### config.mk
export PLATFORM = sky130hd
export DESIGN_NAME = seq_divider
export DESIGN_NICKNAME = d
export VERILOG_FILES = /design/src/rtl/div_pkg.sv /design/src/rtl/div_step.sv /design/src/rtl/seq_divider.sv
export SDC_FILE = /design/constraint.sdc
export NUM_CORES = 1
export LEC_CHECK = 0
export ABC_CLOCK_PERIOD_IN_PS = 2700
export BUFFER_PORTS_ARGS = -buffer_cell sky130_fd_sc_hd__clkbuf_2
export CORE_MARGIN = 8
export CORE_UTILIZATION = 50
export DETAILED_ROUTE_END_ITERATION = 6
export HOLD_SLACK_MARGIN = 0.08
export PLACE_DENSITY = 0.79
export SKIP_CTS_REPAIR_TIMING = 1
export SLEW_MARGIN = 20
export SYNTH_ARGS = -nofsm -noshare
export SYNTH_HDL_FRONTEND = slang
export SYNTH_SLANG_ARGS = --single-unit
### constraint.sdc
create_clock -name clk -period 2.7 [get_ports clk]
set_input_delay 0.135 -clock clk [delete_from_list [all_inputs] [get_ports clk]]
set_output_delay 0.135 -clock clk [all_outputs]
set_load 0.02 [all_outputs]
### src/rtl/div_pkg.sv
// Shared state encoding and width defaults for the sequential restoring divider.
package div_pkg;
  typedef enum logic [1:0] {
    IDLE = 2'd0,
    RUN  = 2'd1,
    FIX  = 2'd2,
    DONE = 2'd3
  } state_t;

  localparam int N_DEF = 8;
  localparam int D_DEF = 4;

  // Quotient reported on divide-by-zero; sliced down to N bits at the use site.
  localparam logic [63:0] DZ_QUOT = '1;
endpackage

### src/rtl/div_step.sv
// One restoring-division iteration: shift in the next dividend bit, trial-subtract,
// keep the difference only when it is non-negative.
module div_step
  import div_pkg::*;
#(
  parameter int D = D_DEF
) (
  input  logic [D:0]   acc,
  input  logic         qmsb,
  input  logic [D-1:0] dvs,
  output logic [D:0]   acc_nxt,
  output logic         qbit
);
  // One spare bit above the shifted accumulator, so the sign of the trial
  // difference is exact.
  logic [D+1:0] sh;
  logic [D+1:0] trial;

  always_comb begin
    sh      = {acc, qmsb};
    trial   = sh - {2'b00, dvs};
    qbit    = ~trial[D+1];
    acc_nxt = qbit ? trial[D:0] : sh[D:0];
  end
endmodule

### src/rtl/seq_divider.sv
// Sequential restoring divider, one quotient bit per clock, with built-in controller.
// Define DIV_SIGNED_EN for two's-complement operands (adds a FIX sign-correction state).
module seq_divider
  import div_pkg::*;
#(
  parameter int N = N_DEF,
  parameter int D = D_DEF
) (
  input  logic         clk,
  input  logic         clr,
  input  logic         start,
  input  logic [N-1:0] dn,
  input  logic [D-1:0] dd,
  output logic         busy,
  output logic         done,
  output logic [N-1:0] q,
  output logic [D-1:0] r,
  output logic         dz
);
  localparam int CW = $clog2(N + 1);
  localparam logic [CW-1:0] CNT_INIT = CW'(N);
  localparam logic [CW-1:0] CNT_ONE  = CW'(1);

  state_t        state;
  logic [D:0]    acc;
  logic [N-1:0]  qreg;
  logic [D-1:0]  dreg;
  logic [CW-1:0] cnt;

  logic [D:0]    acc_nxt;
  logic          qbit;
  logic [N-1:0]  qreg_nxt;
  logic [N-1:0]  ld_q;
  logic [D-1:0]  ld_d;

`ifdef DIV_SIGNED_EN
  logic sq;
  logic sr;
  // The datapath is unsigned; signs are stripped here and restored in FIX.
  assign ld_q = dn[N-1] ? -dn : dn;
  assign ld_d = dd[D-1] ? -dd : dd;
`else
  assign ld_q = dn;
  assign ld_d = dd;
`endif

  div_step #(.D(D)) u_step (
    .acc     (acc),
    .qmsb    (qreg[N-1]),
    .dvs     (dreg),
    .acc_nxt (acc_nxt),
    .qbit    (qbit)
  );

  assign qreg_nxt = {qreg[N-2:0], qbit};

  always_ff @(posedge clk or posedge clr) begin
    if (clr) begin
      state <= IDLE;
      busy  <= 1'b0;
      done  <= 1'b0;
      q     <= '0;
      r     <= '0;
      dz    <= 1'b0;
      acc   <= '0;
      qreg  <= '0;
      dreg  <= '0;
      cnt   <= '0;
`ifdef DIV_SIGNED_EN
      sq    <= 1'b0;
      sr    <= 1'b0;
`endif
    end else begin
      done <= 1'b0;
      case (state)
        IDLE: begin
          if (start) begin
            if (dd == '0) begin
              state <= DONE;
              done  <= 1'b1;
              q     <= DZ_QUOT[N-1:0];
              r     <= '0;
              dz    <= 1'b1;
            end else begin
              state <= RUN;
              busy  <= 1'b1;
              dz    <= 1'b0;
              acc   <= '0;
              qreg  <= ld_q;
              dreg  <= ld_d;
              cnt   <= CNT_INIT;
`ifdef DIV_SIGNED_EN
              sq    <= dn[N-1] ^ dd[D-1];
              sr    <= dn[N-1];
`endif
            end
          end
        end
        RUN: begin
          acc  <= acc_nxt;
          qreg <= qreg_nxt;
          cnt  <= cnt - CNT_ONE;
          if (cnt == CNT_ONE) begin
`ifdef DIV_SIGNED_EN
            state <= FIX;
`else
            state <= DONE;
            busy  <= 1'b0;
            done  <= 1'b1;
            q     <= qreg_nxt;
            r     <= acc_nxt[D-1:0];
`endif
          end
        end
`ifdef DIV_SIGNED_EN
        FIX: begin
          state <= DONE;
          busy  <= 1'b0;
          done  <= 1'b1;
          q     <= sq ? -qreg : qreg;
          r     <= sr ? -acc[D-1:0] : acc[D-1:0];
        end
`endif
        DONE:    state <= IDLE;
        default: state <= IDLE;
      endcase
    end
  end
endmodule

==> flow_summary.json <==
{
  "switching_part_of_the_total_power": 0.425,
  "core_area_um2": 3630,
  "clk_root_buffer_cell": "sky130_fd_sc_hd__clkbuf_8",
  "status": "completed",
  "intPower_mw": 1.87,
  "tns_ns": 0,
  "cts.sink_count": 38,
  "netlist_top_cells_count": "38 x sky130_fd_sc_hd__dfrtp_1, 28 x sky130_fd_sc_hd__nand2_1, 24 x sky130_fd_sc_hd__o21ai_0",
  "synth.top_cell.area_share": 0.510,
  "power_density_nw_per_um2": 1480,
  "arrival_ns": 2.25,
  "netlist.top_cell.by_area": "sky130_fd_sc_hd__dfrtp_1",
  "netSwitchingPower_mw": 1.38,
  "drv.max_cap_violation_count": 0,
  "clock_tree.htree_level_count": 2,
  "number_of_inserted_diodes": 0,
  "synth_edf_count": 0,
  "detail_route.iter0.violations": 77,
  "slew_violations": 0,
  "clock.fmax_ghz": 0.477,
  "clk_slew_on_worst_s_h_paths_ns": 0.08,
  "cts_inserted_buffers": 5,
  "timing.critical_path.max_delay_family": "compound AO/OA/AOI/OAI gates",
  "detail_route.first_pass.iterations": 4,
  "worstSetupPathType": "reg2reg",
  "postSynthAreaPerCell_um2": 10.3,
  "total_count_of_hold_check_failures_in_the_final_report": 0,
  "slowest_stage": "sky130_fd_sc_hd__dfrtp_1",
  "setup_viol": 0,
  "yosysSeqAreaShare": 0.510,
  "viasPerCell": 5.27,
  "final_net_count": 238,
  "initial_antenna_violation_count": 0,
  "final_cell_area_um2": 2190,
  "synth_area_um2": 1870,
  "vdd_drop_max_uv": 643,
  "worst_skew_pair.late_latency_ns": 0.29,
  "grt_usage": 0.141,
  "synth-main-ff-cell": "sky130_fd_sc_hd__dfrtp_1",
  "final.period_utilization": 0.777,
  "skew_ns": 0.00821,
  "hpwlAfterDp_um": 2830,
  "syn_to_final_growth_pct": 17.6,
  "vias_in_the_first_global_route": 1458,
  "wl_met2_um": 1780,
  "grt_remaining_overflow": 0,
  "timing.critical_path.required_ns": 2.86,
  "max_stage_delay_ns": 0.44,
  "worstPathMaxFanout": 6,
  "route.layer.met1.wl_um": 1790,
  "fp-row-count": 22,
  "final_period_minus_worst_setup_slack_ns": 2.10,
  "pwr-share-clk": 0.148,
  "finalWeightedCongestion": 0.802,
  "critical_path.startpoint_type": "flip-flop",
  "worst_setup_path_end_kind": "flip-flop",
  "initial_standard_cell_utilization_of_the_core": 0.513,
  "rsz0062_at_grt": "no",
  "grt_max_degree": 39,
  "drive_gt1_frac": 0.267,
  "die_width_um": 77.1,
  "wl_met3_um": 207,
  "synth_fp_nets": 203,
  "via_count": 1396,
  "worst_hold_path_type": "in2reg",
  "critical_path.cell_chain": "ha_1, or2b_1, a21oi_1, o2111ai_4, mux2i_1, o21ai_0",
  "worst_slew_pin_tran_ns": 0.711,
  "highest_layer": "met4",
  "max_slew_margin": 0.526,
  "most_common_cell_in_the_netlist": "sky130_fd_sc_hd__dfrtp_1",
  "number_of_design_rule_violations_left_after_detail_routing": 0,
  "synth_cell_type_count": 40,
  "port_buffer_count": 29,
  "critical_path_buf_inv_count": 0,
  "power.static_leakage_nw": 1.03,
  "postSynthRegisterBits": 38,
  "share_comb_of_total_power": 0.518,
  "route.antenna.remaining_nets": 0,
  "yosysWarnings": 0,
  "ios": 30,
  "ys_async_sr_fraction": 1.00,
  "wirelength_routed_um": 3860,
  "placedInstanceArea_um2": 2070,
  "yosys-top-cells-area": "sky130_fd_sc_hd__dfrtp_1 51%, sky130_fd_sc_hd__o21ai_0 6.4%, sky130_fd_sc_hd__nand2_1 5.6%, sky130_fd_sc_hd__mux2i_1 4.8%, sky130_fd_sc_hd__mux2_2 4.2%",
  "post_drt_wl_per_cell_um": 14.5,
  "synthCells": 181,
  "die_area_um2": 5940,
  "grt_pass1_wl_um": 6780,
  "tritoncts": "done",
  "power_frac_seq": 0.334,
  "ctsLongestPathBuffers": 2,
  "die-height_um": 77.1
}
==> cell families (layout without fill, tap and decap cells) <==
group	Yosys count	in the layout	synth area share
AND/OR/NAND/NOR	53	53	0.135
AO/OA/AOI/OAI	46	46	0.161
flip-flops	38	38	0.510
buffers and inverters	18	54	0.0382
multiplexers	16	16	0.0905
adder cells (fa/ha/maj)	7	7	0.0510
XOR/XNOR	3	3	0.0141
==> worst paths after layout <==
check | start | cells after the start | slack, ns | endpoint
max | acc[0] | 6 | 0.60 | r[1]
min in group asynchronous | clr | 4 | 0.47 | done
max reg2reg | acc[0] | 6 | 0.60 | r[1]
max in group asynchronous | clr | 4 | 1.88 | acc[2]
min reg2reg | q[1] | 2 | 0.48 | q[1]
min | dd[0] | 2 | 0.12 | dreg[0]
==> state kept, by name, summed over array words and instances, names as in the netlist <==
register / flops
busy: 1
acc: 5
done: 1
q: 8
dreg: 4
dz: 1
qreg: 8
cnt: 4
state: 2
r: 4
==> metrics by stage <==
step	total power [mW]	setup slack, ns	utilization	cells	hold WS [ns]
after CTS	3.28	0.597	0.601	264	-0.0685
final	3.25	0.603	0.604	265	0.117
after detailed placement	2.78	0.663	0.570	256	0.250
after floorplan	2.34	0.802	-	181	0.286
after global routing	3.54	0.471	0.604	265	0.119
after global placement	2.71	0.695	0.570	256	0.251
==> worst register-to-register path: stages (launching register included) <==
cell and delay, ns:
sky130_fd_sc_hd__dfrtp_1 0.44, sky130_fd_sc_hd__ha_1 0.31, sky130_fd_sc_hd__or2b_1 0.25, sky130_fd_sc_hd__a21oi_1 0.25, sky130_fd_sc_hd__o2111ai_4 0.23, sky130_fd_sc_hd__mux2i_1 0.33
sky130_fd_sc_hd__o21ai_0 0.16
==> layout make-up <==
type | instances | area (um2)
multi-input cells | 125 | 843
well taps | 48 | 60.1
inverters | 13 | 48.8
clock buffers | 5 | 68.8
repair buffers | 33 | 178
clock inverters | 3 | 45.0
fillers | 314 | 1440
flip-flops and latches | 38 | 951
==> cells in the final DEF (no fill, tap or decap), types with 2 or more instances in the layout <==
master,n
sky130_fd_sc_hd__nor4_1,2
sky130_fd_sc_hd__inv_1,13
sky130_fd_sc_hd__o21ai_0,24
sky130_fd_sc_hd__dfrtp_1,38
sky130_fd_sc_hd__mux2i_1,9
sky130_fd_sc_hd__o21ai_2,2
sky130_fd_sc_hd__a22o_1,2
sky130_fd_sc_hd__buf_4,3
sky130_fd_sc_hd__nor2_1,11
sky130_fd_sc_hd__ha_1,6
sky130_fd_sc_hd__a21oi_1,5
sky130_fd_sc_hd__xnor2_1,2
sky130_fd_sc_hd__clkbuf_8,5
sky130_fd_sc_hd__nand2_1,28
sky130_fd_sc_hd__clkinvlp_4,2
sky130_fd_sc_hd__a21o_1,2
sky130_fd_sc_hd__o21ai_1,2
sky130_fd_sc_hd__mux2_2,7
sky130_fd_sc_hd__clkbuf_2,29
==> power groups by stage <==
stage	logic, mW	clock network, mW	registers (mW)
2_1_floorplan	1.19	0	1.16
3_3_place_gp	1.63	0	1.08
3_5_place_dp	1.69	0	1.09
4_1_cts	1.70	0.493	1.09
5_1_grt	1.90	0.516	1.13
6_report	1.68	0.483	1.09
==> layer usage <==
| layer | GRT usage | up-vias |
|---|---|---|
| met5 | 0 | - |
| li1 | - | 695 |
| met3 | 0.0490 | 5 |
| met4 | 0.0698 | 0 |
| met1 | 0.173 | 667 |
| met2 | 0.214 | 29 |
Note: power is estimated with default switching activity, not from simulation.
